<file path="src/rtl/aes_mixcol_iter.sv">
// Iterative MixColumns / InvMixColumns engine over a 128-bit AES state.
// Transforms COLS_PER_CYCLE columns per clock in place; bypass passes the state through for the final round.
module aes_mixcol_iter #(
    parameter int unsigned COLS_PER_CYCLE = 1
) (
    input  logic         clk,
    input  logic         rst,
    input  logic         valid_i,
    output logic         ready_o,
    input  logic [127:0] state_i,
    input  logic         inv_i,
    input  logic         bypass_i,
    output logic         valid_o,
    input  logic         ready_i,
    output logic [127:0] state_o
);

    localparam int unsigned NUM_STEPS = (COLS_PER_CYCLE == 0) ? 1 : 4 / COLS_PER_CYCLE;
    localparam int unsigned CNT_W     = 2;

    generate
        if (!(COLS_PER_CYCLE == 1 || COLS_PER_CYCLE == 2 || COLS_PER_CYCLE == 4)) begin : g_bad_param
            $error("aes_mixcol_iter: COLS_PER_CYCLE must be 1, 2 or 4");
        end
    endgenerate

    typedef enum logic [1:0] {
        IDLE = 2'd0,
        BUSY = 2'd1,
        DONE = 2'd2
    } fsm_t;

    fsm_t               fsm;
    logic [CNT_W-1:0]   cnt;
    logic               inv_q;
    logic               byp_q;
    logic [127:0]       work;
    logic [127:0]       work_next;
    int unsigned        col_idx;

    // Multiply by x in GF(2^8) modulo 0x11B.
    function automatic logic [7:0] xt(input logic [7:0] b);
        return {b[6:0], 1'b0} ^ (b[7] ? 8'h1b : 8'h00);
    endfunction

    // One column through the forward or inverse MixColumns matrix.
    function automatic logic [31:0] mix_col(input logic [31:0] col, input logic inv);
        logic [7:0] a  [4];
        logic [7:0] p2 [4];
        logic [7:0] p3 [4];
        logic [7:0] p9 [4];
        logic [7:0] pb [4];
        logic [7:0] pd [4];
        logic [7:0] pe [4];
        logic [7:0] x2, x4, x8;
        logic [31:0] res;
        res = '0;
        for (int r = 0; r < 4; r++) begin
            a[r]  = col[31-8*r -: 8];
            x2    = xt(a[r]);
            x4    = xt(x2);
            x8    = xt(x4);
            p2[r] = x2;
            p3[r] = x2 ^ a[r];
            p9[r] = x8 ^ a[r];
            pb[r] = x8 ^ x2 ^ a[r];
            pd[r] = x8 ^ x4 ^ a[r];
            pe[r] = x8 ^ x4 ^ x2;
        end
        for (int r = 0; r < 4; r++) begin
            if (inv) begin
                res[31-8*r -: 8] = pe[r] ^ pb[(r+1)%4] ^ pd[(r+2)%4] ^ p9[(r+3)%4];
            end else begin
                res[31-8*r -: 8] = p2[r] ^ p3[(r+1)%4] ^ a[(r+2)%4] ^ a[(r+3)%4];
            end
        end
        return res;
    endfunction

    // Working state with the current step's columns replaced by their transform.
    always_comb begin
        work_next = work;
        col_idx   = 0;
        for (int unsigned j = 0; j < COLS_PER_CYCLE; j++) begin
            col_idx = (32'(cnt) * COLS_PER_CYCLE + j) % 4;
            work_next[127-32*col_idx -: 32] = mix_col(work[127-32*col_idx -: 32], inv_q);
        end
    end

    assign ready_o = (fsm == IDLE) && !rst;
    assign state_o = work;

    always_ff @(posedge clk) begin
        if (rst) begin
            fsm     <= IDLE;
            valid_o <= 1'b0;
            work    <= '0;
            cnt     <= '0;
            inv_q   <= 1'b0;
            byp_q   <= 1'b0;
        end else begin
            case (fsm)
                IDLE: begin
                    if (valid_i) begin
                        work  <= state_i;
                        inv_q <= inv_i;
                        byp_q <= bypass_i;
                        cnt   <= '0;
                        fsm   <= BUSY;
                    end
                end
                BUSY: begin
                    if (!byp_q) begin
                        work <= work_next;
                    end
                    cnt <= cnt + CNT_W'(1);
                    if (cnt == CNT_W'(NUM_STEPS - 1)) begin
                        fsm     <= DONE;
                        valid_o <= 1'b1;
                    end
                end
                DONE: begin
                    // Result is held until downstream takes it; no new accept in this cycle.
                    if (ready_i) begin
                        valid_o <= 1'b0;
                        fsm     <= IDLE;
                    end
                end
                default: begin
                    fsm     <= IDLE;
                    valid_o <= 1'b0;
                end
            endcase
        end
    end

endmodule

</file>
<file path="config.mk">
export PLATFORM = sky130hd
export DESIGN_NAME = aes_mixcol_iter
export DESIGN_NICKNAME = d
export VERILOG_FILES = /design/src/rtl/aes_mixcol_iter.sv
export SDC_FILE = /design/constraint.sdc
export NUM_CORES = 1
export LEC_CHECK = 0
export ABC_AREA = 0
export BUFFER_PORTS_ARGS = -buffer_cell sky130_fd_sc_hd__buf_2
export CORE_MARGIN = 4
export CORE_UTILIZATION = 36
export DETAILED_ROUTE_END_ITERATION = 8
export GPL_TIMING_DRIVEN = 0
export SYNTH_ARGS = -nofsm -noshare
export SYNTH_HDL_FRONTEND = slang
export SYNTH_SLANG_ARGS = --single-unit
</file>
<file path="constraint.sdc">
create_clock -name clk -period 3.7 [get_ports clk]
set_input_delay 0.185 -clock clk [delete_from_list [all_inputs] [get_ports clk]]
set_output_delay 0.185 -clock clk [all_outputs]
set_load 0.02 [all_outputs]
</file>
### Yosys cells after proc, flatten, opt, wreduce, memory -nomap -nowiden

Index checks and enable logic that the tools add are counted.

| storage, ports and cells | value |
|---|---|
| register bits | 135 |
| output and inout bits | 130 |
| logic and storage cells | 122 |

| operators by class | value |
|---|---|
| add/sub/neg operators | 3 |
| eq/ne operators | 7 |
| shift-type cells | 3 |
| mux-type cells | 29 |
| bitwise operators | 65 |
| reductions and logical operators | 9 |

Operators by type and width:

| cell | number |
|---|---|
| 8-bit bitwise XOR | 52 |
| 128-bit 2-to-1 mux | 2 |
| 128-bit one-hot mux with 2 select lines | 1 |
| 32-bit by 34-bit variable shift with 159-bit output, first input constant | 1 |
| 159-bit by 33-bit variable part select with 32-bit output | 1 |
| 32-bit by 34-bit variable part select with 159-bit output | 1 |
| 128-bit bitwise mux | 1 |
| 8-bit by 5-bit bitwise XOR with 8-bit output | 12 |
| 5-bit 2-to-1 mux | 12 |
| 32-bit negation with 34-bit output | 1 |
| 8-bit 2-to-1 mux | 4 |
| 3-bit AND reduction | 3 |
| 2-bit 2-to-1 mux | 4 |
| 2-bit != test, second input constant | 4 |
| 7-bit by 7-bit subtractor with 8-bit output, first input constant | 1 |
| 2-bit one-hot mux with 3 select lines | 1 |
| 2-bit equality test, second input constant | 2 |
| 2-bit one-hot mux with 2 select lines | 1 |
| 2-bit AND reduction | 2 |
| 1-bit one-hot mux with 3 select lines | 1 |
| 2-bit by 1-bit adder with 2-bit output, second input constant | 1 |
| 2-bit by 1-bit equality test with 1-bit output, second input constant | 1 |
| 2-bit zero test | 1 |
| 1-bit 2-to-1 mux | 2 |
| 4 further kinds | 4 |

### Depth between registers and ports, before layout

Gate-level depths: netlist of the first run.

| depth | value |
|---|---|
| depth in word-level cells | 18 |
| gate-level depth with buffers | 14 |
| depth with buffers taken out | 9 |

### Worst setup path before layout of the first run

No wires, ideal clock.

| timing | value |
|---|---|
| kind | register to register |
| start point | register cnt[0] |
| end point | register work[101] (netlist: state_o[101]) |
| setup time | 0.130 ns |
| arrival | 3.176 ns |
| path slack | 0.394 ns |
| stages on the path, launching flop included | 13 |
| buffers on the path | 3 |
| period minus slack after synthesis | 3.306 ns |
| cells stage by stage | dfxtp_1 -> buf_6 -> buf_12 -> mux4_2 -> buf_4 -> xor2_1 -> xnor3_2 -> xnor3_2 -> nand3_1 -> o221ai_1 -> xor2_1 -> a221oi_1 -> nor3_2 |

| between the ends | value |
|---|---|
| longest elaborated chain between the ends | 16 |
| elaborated cells on any way between the ends | 88 |
| those cells by class | add/sub: 2; shift: 3; mux: 19; bitwise: 64 |

Ends and longest elaborated chain:

| item | line | RTL |
|---|---|---|
| from (decl) | 34 | `logic [CNT_W-1:0] cnt;` |
| from (signal assigned) | 116 | `cnt <= cnt + CNT_W'(1);` |
| 7-bit by 7-bit subtractor with 8-bit output (*) | 86 | `work_next[127-32*col_idx -: 32] = mix_col(work[127-32*col_idx -: 32], inv_q);` |
| 159-bit by 33-bit variable part select with 32-bit output | 86 |  |
| 8-bit by 5-bit bitwise XOR with 8-bit output / 5-bit 2-to-1 mux (equally long branches) (2 in series) | 43 | `return {b[6:0], 1'b0} ^ (b[7] ? 8'h1b : 8'h00);` |
| 5-bit 2-to-1 mux / 8-bit by 5-bit bitwise XOR with 8-bit output (equally long branches) | 43 |  |
| 8-bit by 5-bit bitwise XOR with 8-bit output | 43 |  |
| 8-bit bitwise XOR, on equally long branches | 67, 68, 66 |  |
| 8-bit bitwise XOR, on equally long branches | 68, 66 |  |
| 8-bit bitwise XOR (3 in series) | 72 | `res[31-8*r -: 8] = pe[r] ^ pb[(r+1)%4] ^ pd[(r+2)%4] ^ p9[(r+3)%4];` |
| 8-bit 2-to-1 mux | 71 | `if (inv) begin` |
| 32-bit by 34-bit variable part select with 159-bit output | 86 |  |
| 128-bit bitwise mux (*) | 86 |  |
| 128-bit 2-to-1 mux (*) | 113 | `if (!byp_q) begin` |
| 128-bit one-hot mux with 2 select lines (*) | 102 | `case (fsm)` |
| to (signal assigned) | 105 | `work <= state_i;` |
| to (signal assigned) | 114 | `work <= work_next;` |
| to (decl) | 37 | `logic [127:0] work;` |

Every way passes the cells marked *; elsewhere a longest branch is shown, timed or not. The select of a mux whose other input is x is not followed.
A chain may end at the register's enable or synchronous reset.

### Worst setup path in the final report of the first run

| timing | value |
|---|---|
| start point | register cnt[0] |
| end point | register work[11] (netlist: state_o[11]) |

Same word-level chain as after synthesis.

==> flow_metrics.tcl, run 1 <==
set metrics [dict create \
    status "complete, no violations" \
    antenna_found_initial 5 \
    clk-insertion-delay-late_ns 0.44 \
    avgViaCountPerCell 6.00 \
    grtUsageTotal 0.302 \
    synth_xor_area_frac 0.263 \
    cts_sinks 135 \
    rows 58 \
    cts_buffers 17 \
    r2r_cells 12 \
    cts_max_path_buffers 2 \
    synth_cells 983 \
    layout_min_cycle_time_ns 3.69 \
    power-per-cell-area_nw_per_um2 750 \
    syn_to_final_growth_pct 34.1 \
    gp_congestion 0.988 \
    ys_seq_area_frac 0.289 \
    synth_top_family_by_area "XOR/XNOR gates" \
    io_buffers 262 \
    hold_path_startpoint "state_i[37]" \
    ir_drop_mv 0.424 \
    synth_nets 1121 \
    clk_pin_slew_ns 0.07 \
    crit_type "flip-flop to flip-flop" \
    wl_per_cell_um 27.7 \
    async_flop_share 0 \
    cts_tree "built" \
    synth_largest_area_cell "dfxtp_1" \
    worst_pin_slew_ns 1.08 \
    hold_class "input port to flip-flop" \
    grt_pass1_vias 9652 \
    leakage_nw 5.25 \
    cp_max_fo 6 \
    antenna_left 0 \
    worst_setup_path_end_kind "flip-flop" \
    routed_wl_um 45700 \
    hpwl_um 33700 \
    crit_path_start "cnt[0]" \
    drc 0 \
    final_nets 1441 \
    synth_edf_count 0 \
    fmaxAchievable_mhz 271 \
    yosys.area_share.adder 0.00534 \
    fill_cells 2393 \
    finalCritPeriodShare 0.996 \
    synth_compound_area_frac 0.145 \
    synth_cell_types 46 \
    grt_max_degree 17 \
    avgSynthCellArea_um2 9.53 \
    synth_top_cell_area_share 0.289 \
    skew_ns 0.0131 \
    synth-simple-area-share 0.147 \
    max_slew_margin 0.280 \
    num_io_pins 264 \
    maxCapViolations 0 \
    final_util 0.494 \
    cp-start-kind "flip-flop" \
    multi_input_area_um2 6470 \
    netlist_top_cells_area "dfxtp_1 (29%), xnor2_1 (14%), a221oi_1 (10%)" \
    drive_gt1_frac 0.369 \
    yosysWarnings 0 \
    hold_viol 0 \
    timing.rr.start "cnt[0]" \
    cts-root-buf "clkbuf_16" \
    synthFlopType "dfxtp_1" \
    slew_viol_final 0 \
    vias 9875 \
    setup_viol 0 \
    synth_area_um2 9370 \
    critPathArrivalTime_ns 3.97 \
    grt_pass1_wl_um 63600 \
    p_total_mw 9.42 \
    worstHoldPathCells 3 \
    initialDrtViolationCount 1201 \
    die_w_um 169 \
    muxShareOfSynthArea 0.0832 \
    start_util 0.369 \
    ys_ff_latch 135 \
    post-synth-top-count-cell "xnor2_1" \
    gr-total-overflow 0 \
    regArea_um2 2710 \
    synth_common_cells "xnor2_1 (147), dfxtp_1 (135), nor2_1 (129)" \
    die_h_um 169 \
    die_area_um2 28700 \
    ctsHtreeMaxLevel 4 \
    cp_data_required_time_ns 3.98 \
    core_um2 25400 \
    dr.pass1.iters 6 \
]
## cell usage in the layout (no fill, tap or decap), drive strengths merged, types with 2 or more instances in the layout
cell type and n:
ha 4, xnor2 162, xnor3 17, nor2 129, buf 331, o21ai 16, clkinv 3, nand3b 4
nor3 121, nor2b 2, mux2i 4, and4 2, mux4 32, dfxtp 135, nand2b 6, clkbuf 79
a21o 4, a21oi 26, nand2 24, bufinv 2, nor3b 9, xor2 51, dlygate4sd3 11, inv 14
a211oi 5, a221oi 116
## cell families (layout without fill, tap and decap cells)
group | after synthesis | after routing
AND/OR/NAND/NOR | 299 | 299
XOR/XNOR | 230 | 230
AO/OA/AOI/OAI | 170 | 170
flip-flops | 135 | 135
buffers and inverters | 108 | 441
multiplexers | 37 | 37
adder cells (fa/ha/maj) | 4 | 4
other | 0 | 1
## metal layers
| layer | share of wire | routed length [µm] | track usage | vias to the layer above |
|---|---|---|---|---|
| met4 | 0.052 | 2390 | 0.153 | 8 |
| met3 | 0.11 | 5200 | 0.0997 | 159 |
| met1 | 0.36 | 16600 | 0.359 | 4784 |
| li1 | - | - | - | 4196 |
| met5 | 0.0013 | 58 | 0 | - |
| met2 | 0.47 | 21400 | 0.492 | 728 |
## stage by stage
stage               hold slack, ns  std cells  area (µm²)  setup slack [ns]   TNS, ns
floorplan                    0.307        983        9370             0.394         0
global placement             0.406       1575       11100            -0.422    -24.17
detailed placement           0.406       1575       11100            -0.472    -26.35
CTS                         0.0347       1621       12100          -0.00879  -0.00879
global route                0.0563       1647       12600           -0.0126   -0.0158
finish                      0.0397       1647       12600            0.0136         0
## critical path: stages, from the launching register on
cell      delay (ns)
dfxtp_4         0.38
buf_12          0.13
buf_4           0.17
mux4_2          0.58
buf_2           0.22
xnor3_2         0.48
xnor2_2         0.19
xnor2_2         0.18
xnor2_1         0.32
nand2_1         0.21
xnor2_4         0.28
a221oi_1        0.30
nor3_1          0.08
## registers in the layout, indices dropped and copies added (netlist names)
signal and flops:
state_o 128, cnt 2, fsm 2, byp_q 1
inv_q 1, valid_o 1
## worst paths after layout
check                endpoint  slack [ns]
setup reg to reg  state_o[11]        0.01
setup / recovery  state_o[11]        0.01
hold / removal    state_o[37]        0.04
hold reg to reg         byp_q        0.49
## final cells by class
| cell class | count | share of cell area |
|---|---|---|
| multi-input cells | 740 | 0.515 |
| flip-flops and latches | 135 | 0.216 |
| repair buffers | 302 | 0.133 |
| plain buffers | 102 | 0.0542 |
| clock buffers | 17 | 0.0339 |
| well taps | 330 | 0.0329 |
| clock inverters | 15 | 0.0143 |
| inverters | 5 | 0.00149 |
| diodes | 1 | 0.000199 |
## timing repair
item                                    CTS  global route
setup buffers                             5            25
endpoints found under the hold margin     9             0
pin swaps                                10            18
hold buffers                              9             0
endpoints found under the setup margin  110           103
gates cloned                              0             1
gates resized for setup                  42            38
## where the power goes
| part | internal (mW) | total, mW | switching, mW |
|---|---|---|---|
| Combinational | 2.57 | 5.86 | 3.29 |
| Clock | 1.02 | 1.83 | 0.806 |
| Sequential | 1.60 | 1.73 | 0.134 |
| Total | 5.19 | 9.42 | 4.23 |
Power figures use the tool's default switching activity.
==> run 2, diff against run 1 <==
==> constraint.sdc (replaced) <==
create_clock -name clk -period 4.2 [get_ports clk]
set_input_delay 0.21 -clock clk [delete_from_list [all_inputs] [get_ports clk]]
set_output_delay 0.21 -clock clk [all_outputs]
set_load 0.02 [all_outputs]
==> run 2 against run 1 <==
The flow now finishes with violations (negative hold slack). Combinational power shrank 23%. Highest routed layer unchanged. Via count decreased by 1.7%. Register-to-register slack about the same. Die area unchanged. Largest cell class unchanged.
==> flow_metrics.tcl, run 2 (same netlist as run 1, synthesis figures left out) <==
set metrics [dict create \
    status "finished, violations left" \
    violations "negative hold slack" \
    die_h_um 169 \
    cp_max_fo 10 \
    rows 58 \
    worst_pin_slew_ns 1.34 \
    max_slew_margin 0.0945 \
    maxCapViolations 0 \
    power-per-cell-area_nw_per_um2 650 \
    hold_path_startpoint "state_i[54]" \
    routed_wl_um 44900 \
    wl_per_cell_um 27.8 \
    grt_pass1_wl_um 63600 \
    clk_pin_slew_ns 0.08 \
    crit_type "flip-flop to flip-flop" \
    power_frac_clock 0.210 \
    rsz0062_at_grt "false" \
    timing.rr.start "cnt[1]" \
    skew_ns 0.0150 \
    grt_max_degree 17 \
    vias 9707 \
    power_frac_comb 0.591 \
    hpwl_um 33700 \
    hold_viol 1 \
    initialDrtViolationCount 1279 \
    num_io_pins 264 \
    syn_to_final_growth_pct 26.1 \
    final_nets 1407 \
    die_w_um 169 \
    crit_path_start "cnt[1]" \
    worst_setup_path_end_kind "flip-flop" \
    start_util 0.369 \
    finalInstanceArea_um2 11800 \
    largest_reg_flops 128 \
    core_um2 25400 \
    leakage_nw 4.89 \
    gr-total-overflow 0 \
    fmaxAchievable_mhz 239 \
    cp-start-kind "flip-flop" \
    finalCritPeriodShare 0.994 \
    grtUsageTotal 0.302 \
    cp_cell_sequence "buf_6 > buf_4 > buf_4 > clkbuf_4 > mux4_2 > xnor2_1 > xnor2_1 > xnor2_1 > xnor2_1 > nand2_1 > xnor2_1 > a221oi_1 > nor3_1" \
    slowest_stage "mux4_2" \
    cts_tree "built" \
    drc 0 \
    antenna_left 0 \
    antenna_found_initial 4 \
    ctsHtreeMaxLevel 4 \
    p_switching_mw 3.48 \
    slew_viol_final 0 \
    power_frac_seq 0.199 \
    critPathArrivalTime_ns 4.54 \
    ir_drop_mv 0.352 \
    layout_min_cycle_time_ns 4.18 \
    cts_max_path_buffers 2 \
    hold_class "input port to flip-flop" \
    cpMostUsedCell "xnor2_1" \
    placed_cell_area_um2 11100 \
    die_area_um2 28700 \
    swShare 0.453 \
    drive_gt1_frac 0.320 \
    cts_sinks 135 \
    p_int_mw 4.20 \
    final_cell_mix "buf_2 (274), xnor2_1 (142), dfxtp_1 (135)" \
    setup_viol 0 \
    layout_commonest_cell "buf_2" \
    cp_data_required_time_ns 4.57 \
    dr.pass1.iters 6 \
    p_total_mw 7.68 \
    gp_congestion 0.988 \
    fin_hold_ws_ns -0.00143 \
    grt_pass1_vias 9527 \
    final_util 0.465 \
    cts-root-buf "clkbuf_16" \
    avgViaCountPerCell 6.01 \
    io_buffers 262 \
    setup-tns-final_ns 0 \
    crit_path_max_incr_delay_ns 0.67 \
    cts_buffers 17 \
    clk-insertion-delay-late_ns 0.45 \
    cts_setup_buffers 0 \
]
[run 2: cell count changes in the layout (fill, tap and decap cells not counted), sizes merged]
cell / previous run / this run
buf: 331 / 300
clkbuf: 79 / 80
diode: 1 / 2
dlygate4sd3: 11 / 7
[run 2: worst max-delay path, delay by kind of cell, from the launching register on]
| kind | cells | cell delay [ns] |
|---|---|---|
| AOI/OAI and AO/OA | 1 | 0.17 |
| xor gates and xnor gates | 5 | 1.32 |
| buffers and inverters | 4 | 1.23 |
| DFF | 1 | 0.37 |
| muxes | 1 | 0.67 |
| and+or+nand+nor | 2 | 0.32 |
[run 2: final cells by class]
| cell class | instances | area (µm²) |
|---|---|---|
| Multi-Input combinational cell | 740 | 6080 |
| Inverter | 5 | 18.8 |
| Antenna cell | 2 | 5.00 |
| Clock inverter | 15 | 180 |
| Timing Repair Buffer | 267 | 1360 |
| Buffer | 103 | 626 |
| Tap cell | 330 | 413 |
| Clock buffer | 17 | 425 |
| Fill cell | 2486 | 13600 |
| Sequential cell | 135 | 2700 |
[run 2: path summary, 6_finish.rpt]
| path | to | slack [ns] | cells after the start |
|---|---|---|---|
| max | state_o[62] | 0.02 | 13 |
| min reg2reg | byp_q | 0.49 | 2 |
| min | state_o[54] | -0.001 | 3 |
| max reg2reg | state_o[62] | 0.02 | 13 |
[run 2: power by group through the flow]
stage / Combinational [mW] / Sequential [mW] / Clock, mW
6_report: 4.54 / 1.53 / 1.61
5_1_grt: 4.73 / 1.54 / 1.65
4_1_cts: 4.38 / 1.52 / 1.60
3_5_place_dp: 4.35 / 1.55 / 0
3_3_place_gp: 4.34 / 1.55 / 0
2_1_floorplan: 3.06 / 1.67 / 0
[run 2: timing repair]
item,in CTS,in global routing
setup endpoints to repair,0,31
gates resized for setup,0,10
endpoints found under the hold margin,5,0
hold buffers,5,0
[run 2: per-layer routing]
layer / GRT usage / up-vias / share of wire
met1: 0.367 / 4716 / 0.37
met2: 0.500 / 703 / 0.47
met5: 0 / - / 0.0010
met3: 0.0864 / 140 / 0.11
met4: 0.131 / 6 / 0.047
li1: - / 4142 / -
[run 2: metrics by stage]
stage	setup WS (ns)	cells
after floorplan	0.894	983
after global placement	0.0785	1575
after detailed placement	0.0275	1575
after CTS	0.0102	1612
after global routing	0.0222	1613
final	0.0241	1614
==> run 3, diff against run 2 <==
--- a/config.mk
+++ b/config.mk
@@ -11,6 +11,8 @@
 export CORE_UTILIZATION = 36
 export DETAILED_ROUTE_END_ITERATION = 8
 export GPL_TIMING_DRIVEN = 0
+export SETUP_SLACK_MARGIN = 0.15
+export SLEW_MARGIN = 20
 export SYNTH_ARGS = -nofsm -noshare
 export SYNTH_HDL_FRONTEND = slang
 export SYNTH_SLANG_ARGS = --single-unit
==> run 3 against run 2 <==
The run still ends with negative hold slack left. Sequential cell count is the same. Clock power barely moved. Combinational power grew 2%. Sequential share of layout area shrank 0.15 points. Register-to-register slack gained 0.16 ns. Worst hold slack worse by 0.0024 ns. Total power grew 1.3%. Largest power group unchanged.
==> flow_metrics.tcl, run 3 (same netlist as run 1, synthesis figures left out) <==
set metrics [dict create \
    cts_tree "built" \
    ctsHtreeMaxLevel 4 \
    worst_setup_path_end_kind "flip-flop" \
    cp_max_fo 10 \
    vias 9702 \
    slew_viol_final 0 \
    finalInstanceArea_um2 11900 \
    gp_congestion 0.988 \
    grt_max_degree 17 \
    die_h_um 169 \
    rows 58 \
    cts_buffers 17 \
    fmaxAchievable_mhz 249 \
    antenna_left 0 \
    cp_data_required_time_ns 4.57 \
    finalNonFillerCells 1613 \
    cts_sinks 135 \
    final_cell_mix "buf_2 (274), xnor2_1 (139), dfxtp_1 (135)" \
    placed_cell_area_um2 11100 \
    rsz0062_at_grt "true" \
    grt_pass1_vias 9564 \
    dr.pass1.iters 6 \
    cts_max_path_buffers 2 \
    drc 0 \
    p_total_mw 7.78 \
    core_um2 25400 \
    maxCapViolations 0 \
    final_util 0.468 \
    hold_class "input port to flip-flop" \
    critPathArrivalTime_ns 4.38 \
    setup-tns-final_ns 0 \
    dp_slack_ns 0.0270 \
    finalCritPeriodShare 0.955 \
    setup_viol 0 \
    syn_to_final_growth_pct 27.0 \
    wl_per_cell_um 27.8 \
    power-per-cell-area_nw_per_um2 654 \
    leakage_nw 4.92 \
    initialDrtViolationCount 1123 \
    layout_commonest_cell "buf_2" \
    p_int_mw 4.25 \
    hold_viol 2 \
    worst_pin_slew_ns 1.09 \
    hpwl_um 33700 \
    num_io_pins 264 \
    swShare 0.454 \
    ir_drop_mv 0.348 \
    dp_cells 1575 \
    power_frac_seq 0.196 \
    antenna_found_initial 4 \
    skew_ns 0.0212 \
    gr-total-overflow 0 \
    die_area_um2 28700 \
    cts-root-buf "clkbuf_16" \
    drive_gt1_frac 0.328 \
    power_frac_comb 0.596 \
    clk-insertion-delay-late_ns 0.45 \
    final_nets 1407 \
    cp-start-kind "flip-flop" \
    routed_wl_um 44900 \
    fin_hold_ws_ns -0.00385 \
    setup_slack_ns 0.188 \
    power_frac_clock 0.208 \
    violations "negative hold slack" \
    p_switching_mw 3.53 \
    fill_cells 2476 \
    crit_type "flip-flop to flip-flop" \
    grtUsageTotal 0.302 \
    die_w_um 169 \
    status "finished, violations left" \
    clk_pin_slew_ns 0.08 \
    avgViaCountPerCell 6.01 \
    grt_pass1_wl_um 63600 \
    max_slew_margin 0.272 \
    layout_min_cycle_time_ns 4.01 \
    largest_reg_flops 128 \
    io_buffers 262 \
    start_util 0.369 \
]
[run 3: changes by cell type in the layout (fill, tap and decap cells not counted), moves of 2 or more]
| cell | change |
|---|---|
| xnor2_1 | -3 |
| xor2_1 | -3 |
| xor2_2 | +3 |
| a221oi_1 | -2 |
| a221oi_2 | +2 |
| xnor2_2 | +2 |
[run 3: repair_timing]
action,in CTS,in global routing
setup buffers,0,0
endpoints found under the hold margin,5,0
endpoints found under the setup margin,24,62
hold buffers,5,0
cloned,0,0
gates resized for setup,2,21
pin swaps,0,2
[run 3: power by group through the flow]
stage / logic (mW) / registers, mW / clock network [mW]
floorplan: 3.06 / 1.67 / 0
global placement: 4.34 / 1.55 / 0
detailed placement: 4.35 / 1.55 / 0
CTS: 4.39 / 1.52 / 1.60
global route: 4.82 / 1.54 / 1.65
finish: 4.63 / 1.53 / 1.62
[run 3: cell type report]
class	instances	area [µm²]	area share
Timing Repair Buffer	267	1360	0.114
Clock inverter	15	180	0.0152
Tap cell	330	413	0.0347
Inverter	5	18.8	0.00158
Buffer	103	633	0.0532
Multi-Input combinational cell	740	6150	0.518
Sequential cell	135	2700	0.227
Clock buffer	17	425	0.0358
Antenna cell	1	2.50	0.000210
[run 3: worst paths after layout]
check | from | end | slack (ns) | cells past startpoint
hold reg to reg | byp_q | byp_q | 0.49 | 2
hold / removal | state_i[54] | state_o[54] | -0.004 | 3
setup reg to reg | cnt[1] | state_o[62] | 0.19 | 13
setup / recovery | cnt[1] | state_o[62] | 0.19 | 13
[run 3: per-layer routing]
metal  wire, µm  GRT usage  share of wire
met3       4690     0.0878           0.10
met2      21100      0.500           0.47
met1      16700      0.365           0.37
met4       2240      0.131          0.050
met5         92     0.0100         0.0021
[run 3: critical path: stages, from the launching register on]
cell      delay [ns]
dfxtp_1         0.37
buf_6           0.23
buf_4           0.32
buf_6           0.27
buf_4           0.29
mux4_2          0.67
xnor2_1         0.18
xnor2_1         0.14
xnor2_1         0.26
xnor2_1         0.17
nand2_1         0.10
xnor2_1         0.54
a221oi_1        0.16
nor3_1          0.21
